--- src/rtl/inst_fetch_queue.sv ---
// inst_fetch_queue: unpacks 64-bit fetch words into a {pc, inst} circular queue feeding two decode slots.
// Optional INST_FETCH_QUEUE_BYPASS_EN: a push into an empty queue drives out_* in the same cycle.
module inst_fetch_queue #(
    parameter int DEPTH = 16,
    parameter int AW    = 4
) (
    input  logic        clk,
    input  logic        rst,
    input  logic        flush,
    input  logic        in_valid,
    input  logic        in_discard,
    input  logic [31:0] in_pc,
    input  logic [63:0] in_rdata,
    input  logic [1:0]  issue_cnt,
    output logic        fetch_stall,
    output logic        out_valid0,
    output logic [31:0] out_pc0,
    output logic [31:0] out_inst0,
    output logic        out_valid1,
    output logic [31:0] out_pc1,
    output logic [31:0] out_inst1,
    output logic        ovf_err
);
    localparam logic [AW:0] FULL     = (AW+1)'(DEPTH);
    localparam logic [AW:0] STALL_AT = (AW+1)'(DEPTH - 4);
    logic [31:0]   pc_mem   [DEPTH];
    logic [31:0]   inst_mem [DEPTH];
    logic [AW-1:0] rd_ptr, wr_ptr, rd_ptr1, wr_ptr1;
    logic [AW:0]   count, post_pop, next_count;
    logic          push_req, push_ok, bypass;
    logic [1:0]    push_n, issue, avail, pop_n, pop_q, wr_n;
    logic [31:0]   e0_pc, e0_inst, e1_pc, e1_inst, w0_pc, w0_inst;

    assign rd_ptr1  = rd_ptr + 1'b1;
    assign wr_ptr1  = wr_ptr + 1'b1;
    assign push_req = in_valid & ~in_discard & ~flush;
    assign push_n   = push_req ? (in_pc[2] ? 2'd1 : 2'd2) : 2'd0;
    assign issue    = (issue_cnt == 2'd3) ? 2'd2 : issue_cnt;
    assign e0_pc    = in_pc;
    assign e0_inst  = in_pc[2] ? in_rdata[63:32] : in_rdata[31:0];
    assign e1_pc    = in_pc + 32'd4;
    assign e1_inst  = in_rdata[63:32];
`ifdef INST_FETCH_QUEUE_BYPASS_EN
    assign bypass   = push_req && count == '0;
`else
    assign bypass   = 1'b0;
`endif

    // Pop accounting, space check and what actually lands in storage this cycle
    always_comb begin
        avail      = bypass ? push_n : (count >= (AW+1)'(2) ? 2'd2 : count[1:0]);
        pop_n      = (issue < avail) ? issue : avail;
        pop_q      = bypass ? 2'd0 : pop_n;
        post_pop   = count - (AW+1)'(pop_q);
        push_ok    = bypass | ((AW+1)'(push_n) <= FULL - post_pop);
        wr_n       = bypass ? push_n - pop_n : (push_ok ? push_n : 2'd0);
        w0_pc      = (bypass && pop_n == 2'd1) ? e1_pc : e0_pc;
        w0_inst    = (bypass && pop_n == 2'd1) ? e1_inst : e0_inst;
        next_count = post_pop + (AW+1)'(wr_n);
    end

    // Decode slots: fall-through from storage, or straight from the fetch word when bypassing
    always_comb begin
        out_valid0 = bypass | (count != '0);
        out_pc0    = bypass ? e0_pc : pc_mem[rd_ptr];
        out_inst0  = bypass ? e0_inst : inst_mem[rd_ptr];
        out_valid1 = bypass ? (push_n == 2'd2) : (count >= (AW+1)'(2));
        out_pc1    = bypass ? e1_pc : pc_mem[rd_ptr1];
        out_inst1  = bypass ? e1_inst : inst_mem[rd_ptr1];
    end

    // Entry storage; the second entry of a pair may wrap to slot 0
    always_ff @(posedge clk) begin
        if (wr_n != 2'd0) begin
            pc_mem[wr_ptr]   <= w0_pc;
            inst_mem[wr_ptr] <= w0_inst;
        end
        if (wr_n == 2'd2) begin
            pc_mem[wr_ptr1]   <= e1_pc;
            inst_mem[wr_ptr1] <= e1_inst;
        end
    end

    // Pointers, occupancy, registered stall and sticky overflow
    always_ff @(posedge clk) begin
        if (rst || flush) begin
            rd_ptr      <= '0;
            wr_ptr      <= '0;
            count       <= '0;
            fetch_stall <= 1'b0;
            if (rst) ovf_err <= 1'b0;
        end else begin
            rd_ptr      <= rd_ptr + AW'(pop_q);
            wr_ptr      <= wr_ptr + AW'(wr_n);
            count       <= next_count;
            fetch_stall <= next_count >= STALL_AT;
            if (push_req && !push_ok) ovf_err <= 1'b1;
        end
    end
endmodule
--- config.mk ---
export PLATFORM = sky130hd
export DESIGN_NAME = inst_fetch_queue
export DESIGN_NICKNAME = d
export VERILOG_FILES = /design/src/rtl/inst_fetch_queue.sv
export SDC_FILE = /design/constraint.sdc
export NUM_CORES = 2
export LEC_CHECK = 0
export BUFFER_PORTS_ARGS = -buffer_cell sky130_fd_sc_hd__clkbuf_2
export CAP_MARGIN = 40
export CORE_UTILIZATION = 45
export CTS_CLUSTER_DIAMETER = 50
export CTS_CLUSTER_SIZE = 20
export DETAILED_ROUTE_END_ITERATION = 16
export PLACE_DENSITY_LB_ADDON = 0.25
export SYNTH_ARGS = -nofsm -noshare
export SYNTH_HDL_FRONTEND = slang
export SYNTH_SLANG_ARGS = --single-unit
export TNS_END_PERCENT = 50
--- constraint.sdc ---
create_clock -name clk -period 16 [get_ports clk]
set_input_delay 2.4 -clock clk [delete_from_list [all_inputs] [get_ports clk]]
set_output_delay 2.4 -clock clk [all_outputs]
set_load 0.1 [all_outputs]
; After elaboration in Yosys (flattened, before gate mapping)
; Memory sizes are Yosys's and may differ from the RTL's. A register that Yosys moved wholly into a read port is not among the register bits.
; Cells that the tools add are included.
[word_totals]
input_bits = 103
memories = 2
register_bits = 15
mem_bits_rw = 1024
[mem_list]
columns = name, words, width, read_ports, rd_ports_with_merged_regs, write_ports, line_no
row1 = inst_mem, 16, 32, 2, 1, 2, 27  ; logic [31:0] inst_mem [DEPTH];
row2 = pc_mem, 16, 32, 2, 1, 2, 26  ; logic [31:0] pc_mem [DEPTH];
[op_classes]
n_bitwise = 4
add_sub_neg = 8
n_eq_ne = 3
order_cmp = 4
mux = 16
n_reduce_logical = 7
[op_table]
columns = operator, count
row1 = $add 32x3->32 const B, 1
row2 = $mux 32, 1
row3 = $mux 2, 6
row4 = $add 4x1->4 const B, 2
row5 = $add 4x2->4, 2
row6 = $mux 4, 2
row7 = $mux 1, 7
row8 = $add 5x2->5, 1
row9 = $ge 5x2->1 const B, 1
row10 = $ge 5x4->1 const B, 1
row11 = $le 2x5->1, 1
row12 = $reduce_bool 5->1, 1
row13 = $sub 5x2->5, 1
row14 = $sub 5x5->5 const A, 1
row15 = $eq 2x2->1 const B, 2
row16 = $reduce_bool 2->1, 2
row17 = $and 1x1->1, 2
row18 = $lt 2x2->1, 1
row19 = $ne 2x2->1 const B, 1
row20 = $not 1->1, 2
row21 = $reduce_and 2->1, 1
row22 = $logic_and 1x1->1, 1
row23 = $logic_not 1->1, 1
row24 = $logic_or 1x1->1, 1

; Depth between registers and ports, before layout
[logic_depth]
ltp_word = 11
depth_mapped = 27

; Least setup slack after synthesis
; Ideal clock, no wire load.
[synth_path]
path_type = input to register
from = input port issue_cnt[1]
to = memory inst_mem[1][0] (enable)
arrival_ns = 8.484
required_ns = 15.493
path_slack_ns = 7.009
stages = 18
setup_time_ns = 0.507
cell_sequence = clkbuf_1 > ha_1 > nor2b_1 > a21oi_1 > nor2_1 > ha_1 > xor2_1 > ha_1 > inv_1 > ha_1 > nor2b_1 > o21ai_1 > inv_1 > nand3_1 > o21ai_2 > buf_2 > buf_2 > a21oi_1
[synth_rtl]
columns = element, line_no
row1 = "start, declared", 14  ; input logic [1:0] issue_cnt,
row2 = "end, declared", 27

==> reports/metrics.sh <==
MIN_PERIOD_PS=7930
FIN_CRIT_SH_PCT=49.6
POSTROUTEANTENNANETS=0
DRT_ITER0_DRC=3823
REQUIRED_PS=13600
SYN_NETS=3717
CRITICAL_PATH.REG2REG.STARTPOINT='count[2]'
CRIT_PATH_CELLS='buf_4 -> buf_12 -> buf_4 -> buf_12 -> mux4_2 -> mux4_2 -> clkbuf_2'
WORST_PATH_MAX_DELAY_CELL='sky130_fd_sc_hd__dfxtp_4'
SYNTH.AREA.MUX_SHARE_PCT=35.4
ROWS=133
CTS_INSERTED_BUFFERS=118
DRIVE_ABOVE_1_SHARE_PCT=50.1
SYNTHESIS.AREA_PER_INSTANCE_UM2=16.8
FMAXACHIEVABLE_GHz=0.126
FILLER_CELL_COUNT=10800
FINAL_NET_COUNT=3598
DETAILEDROUTE.FIRSTPASSITERATIONCOUNT=6
CLASS_OF_THE_TIGHTEST_HOLD_OR_REMOVAL_CHECK='reg2reg'
CTS_REPAIR_RESIZE_COUNT=0
FINALHOLDVIOLATIONS=0
SYNTH_SIMPLE_GATE_AREA_SHARE_PCT=3.52
FINAL_AREA_UM2=66900
SYNTH_TOP_CELLS_BY_COUNT='sky130_fd_sc_hd__edfxtp_1 (1025), sky130_fd_sc_hd__mux4_2 (640), sky130_fd_sc_hd__clkbuf_1 (467), sky130_fd_sc_hd__mux2_2 (267), sky130_fd_sc_hd__mux2_4 (253)'
SYNTH_TOP_FAMILY_BY_AREA='multiplexers'
ASYNCSETRESETFLOPFRACSYNTH_PCT=0
OUTCOME='finished clean'
CP.BUFFERS_INVERTERS=5
GLOBAL_ROUTER_S_OVERALL_RESOURCE_USAGE_PCT=25.6
CORE_AREA_UM2=132000
DIE_WIDTH_UM=368
ADDER_CELL_FRACTION_OF_SYNTH_AREA_PCT=0.432
CTSHTREEMAXLEVEL=3
CLOCK_TREE_FROM_TRITONCTS='yes'
TNS_PS=0
CLOCK_TREE_ROOT_DRIVER_CELL='sky130_fd_sc_hd__clkbuf_16'
EDFF_COUNT_SYNTH=1025
CP-END-KIND='output pin'
CRITPATHTOPFAMILY='buffers and inverters'
PLACE_CONGESTION=0.866
POST-SYNTH-TOP-COUNT-CELL='sky130_fd_sc_hd__edfxtp_1'
AVGROUTEDWIREPERCELL_UM=32.6
WORST_HOLD_STARTPOINT='wr_ptr[3]'
CTS_SETUP_BUFFERS=0
PORT_BUFFERS=234
TIMING.MAX_SLEW.REL_SLACK_PCT=31.1
CP_SLOWEST_STAGE_DELAY_PS=820
GRT_ANTENNA_BEFORE_REPAIR=8
SHARE_OF_THE_YOSYS_CHIP_AREA_BELONGING_TO_REGISTERS_PCT=51.5
SYNTH-XOR-AREA-SHARE_PCT=3.21
YS_SEQ_ELEMENTS=1039
POST_SYNTH_INST_COUNT=3595
START_UTIL_PCT=45.6
SYNTH-MAIN-FF-CELL='sky130_fd_sc_hd__edfxtp_1'
ROUTED_VIA_DENSITY=6.47
POWER_DENSITY_nW_PER_UM2=145
OVERFLOW=0
VIAS=34500
CLOCK_SLEW_SEEN_BY_THE_REGISTERS_OF_THE_WORST_SETUP_AND_HOLD_PATHS_PS=70
TIMING_WORST_SETUP_PATH_TYPE='reg2out'
GRT_PASS1_WL_UM=250000
VDD_IR_DROP_MAX_V=0.000147
CTS_BUFFER_DEPTH=3
DIE_Y_UM=368
WL_UM=174000
WORST_CLOCK_SKEW_PS=21.9
REPORT.FINAL.SETUP_VIOL=0
DP_HPWL_UM=104000
RRSETUPSLACK_PS=9320
MAXCAPVIOLATIONS=0
MAX_SLEW.WORST_PIN.SLEW_PS=1030
CRIT_FANOUT=101
TOP_AREA_CELLS_IN_THE_SYNTHESIZED_NETLIST='sky130_fd_sc_hd__edfxtp_1 (51%), sky130_fd_sc_hd__mux4_2 (24%), sky130_fd_sc_hd__mux2_4 (6.3%), sky130_fd_sc_hd__mux2_2 (5.0%), sky130_fd_sc_hd__clkbuf_1 (2.9%)'
CLK-INSERTION-DELAY-LATE_PS=740
IO-PIN-COUNT=235
POST-SYNTH-TOP-AREA-CELL='sky130_fd_sc_hd__edfxtp_1'
SYN_TO_FINAL_GROWTH_PCT=10.9
SYNTH_COMPOUND_GATE_AREA_SHARE_PCT=1.38
CP_STARTPOINT_KIND='flip-flop'
SLEW_VIOL_FINAL=0
SYNTH_AREA_UM2=60300
SYNTH_TOP_AREA_SHARE_PCT=51.0
CP.ARRIVAL_PS=5530
PLACEMENT.CELL_AREA_UM2=62700
LEAKAGEPOWER_nW=21.7
DIE_FOOTPRINT_UM2=135000
SETUP.WORST_PATH.START='rd_ptr[1]'
LARGEST_NET_DEGREE_AT_THE_START_OF_GLOBAL_ROUTING=142
YS_WARN_COUNT=0
NUMCLOCKSINKS=1039
RSZ0062_AT_GRT='no'
TOTAL_POWER_mW=9.71
YOSYS.CELL_TYPES.COUNT=61
POST_CTS_HOLD_BUFFER_COUNT=0
DRC=0
VIA_COUNT_OF_THE_FIRST_GLOBAL_ROUTING_PASS=34600
cell usage in the layout (no fill, tap or decap), types with 10 or more instances in the layout:
cell,synthesis,layout
sky130_fd_sc_hd__nand4_1,22,22
sky130_fd_sc_hd__mux2_2,267,267
sky130_fd_sc_hd__clkbuf_16,0,119
sky130_fd_sc_hd__a21o_1,12,12
sky130_fd_sc_hd__nand2_1,42,42
sky130_fd_sc_hd__or3_1,17,17
sky130_fd_sc_hd__a21oi_4,10,17
sky130_fd_sc_hd__clkinv_4,0,16
sky130_fd_sc_hd__nor2_4,1,12
sky130_fd_sc_hd__inv_6,0,32
sky130_fd_sc_hd__nand3_1,61,61
sky130_fd_sc_hd__buf_4,1,88
sky130_fd_sc_hd__ha_1,16,15
sky130_fd_sc_hd__mux4_2,640,640
sky130_fd_sc_hd__clkbuf_2,0,235
sky130_fd_sc_hd__inv_8,0,10
sky130_fd_sc_hd__nor3_1,40,39
sky130_fd_sc_hd__buf_16,0,19
sky130_fd_sc_hd__nor2_1,136,125
sky130_fd_sc_hd__clkinv_8,0,12
sky130_fd_sc_hd__xor2_1,149,148
sky130_fd_sc_hd__mux2_4,253,253
sky130_fd_sc_hd__edfxtp_1,1025,1025
sky130_fd_sc_hd__inv_1,36,36
sky130_fd_sc_hd__clkinvlp_4,0,10
sky130_fd_sc_hd__and2_1,11,11
sky130_fd_sc_hd__a21oi_1,26,20
sky130_fd_sc_hd__xnor2_1,72,71
sky130_fd_sc_hd__dfxtp_1,14,10
sky130_fd_sc_hd__nor4_1,60,60
power by group:
part / total [mW] / switching (mW) / internal (mW)
logic: 3.79 / 2.44 / 1.34
clock network: 2.84 / 1.29 / 1.56
registers: 3.08 / 0.0407 / 3.04
total: 9.71 / 3.77 / 5.94
stage by stage:
| stage | std cells | setup WS (ps) | hold slack [ps] | utilization [%] |
|---|---|---|---|---|
| 2_1_floorplan | 3595 | 7010 | 578 | - |
| 3_3_place_gp | 5078 | 7730 | 718 | 46.9 |
| 3_5_place_dp | 5109 | 7730 | 739 | 47.4 |
| 4_1_cts | 5332 | 7830 | 752 | 50.6 |
| 5_1_grt | 5337 | 7660 | 786 | 50.6 |
| 6_report | 5337 | 8070 | 765 | 50.6 |
worst paths after layout:
| check | endpoint | cells past startpoint |
|---|---|---|
| hold / removal | wr_ptr[3] | 2 |
| setup / recovery | out_pc0[12] | 7 |
| hold reg to reg | wr_ptr[3] | 2 |
| setup reg to reg | inst_mem[2][9] | 21 |
cell type report:
| class | count | area (um2) | share of cell area [%] |
|---|---|---|---|
| Inverter | 36 | 135 | 0.202 |
| Antenna cell | 3 | 7.51 | 0.0112 |
| Sequential cell | 1039 | 31100 | 46.5 |
| Timing Repair Buffer | 354 | 2560 | 3.83 |
| Clock inverter | 102 | 1160 | 1.73 |
| Multi-Input combinational cell | 1927 | 26700 | 40.0 |
| Clock buffer | 121 | 2990 | 4.47 |
| Tap cell | 1755 | 2200 | 3.28 |
flip-flops by register name, summed over array words and instances (netlist names):
register     count
inst_mem       512
ovf_err          1
wr_ptr           4
fetch_stall      1
rd_ptr           4
count            5
pc_mem         512
kinds of logic (layout without fill, tap and decap cells):
group           after synthesis  after routing
compound gates               92             92
xor+xnor                    221            221
flops                      1039           1039
fa+ha+maj                    19             19
simple gates                425            425
other cells                   0              3
buf+inv                     629            613
mux                        1170           1170
metal layers:
metal	track usage (%)	vias up	part of all wire, %
met5	0	-	0.022
met1	35.7	18500	41
met3	4.73	329	8.4
met2	40.5	1650	48
met4	8.41	6	3.1
li1	-	14100	-
worst register-to-register path, cell delays in order, from the launching register on:
cell and delay [ps]:
sky130_fd_sc_hd__dfxtp_1 420, sky130_fd_sc_hd__nor4_1 270, sky130_fd_sc_hd__buf_4 220, sky130_fd_sc_hd__inv_1 60, sky130_fd_sc_hd__ha_1 260, sky130_fd_sc_hd__nor2b_1 110
sky130_fd_sc_hd__a21oi_1 50, sky130_fd_sc_hd__nor2_1 220, sky130_fd_sc_hd__ha_1 310, sky130_fd_sc_hd__xor2_1 260, sky130_fd_sc_hd__ha_1 280, sky130_fd_sc_hd__inv_1 70
sky130_fd_sc_hd__ha_1 240, sky130_fd_sc_hd__nor2b_1 140, sky130_fd_sc_hd__o21ai_1 130, sky130_fd_sc_hd__buf_4 240, sky130_fd_sc_hd__or3_1 530, sky130_fd_sc_hd__o21ai_4 100
sky130_fd_sc_hd__buf_4 380, sky130_fd_sc_hd__a21oi_4 770, sky130_fd_sc_hd__buf_4 580, sky130_fd_sc_hd__buf_4 650
No activity file was read; power rests on OpenSTA's default activity.
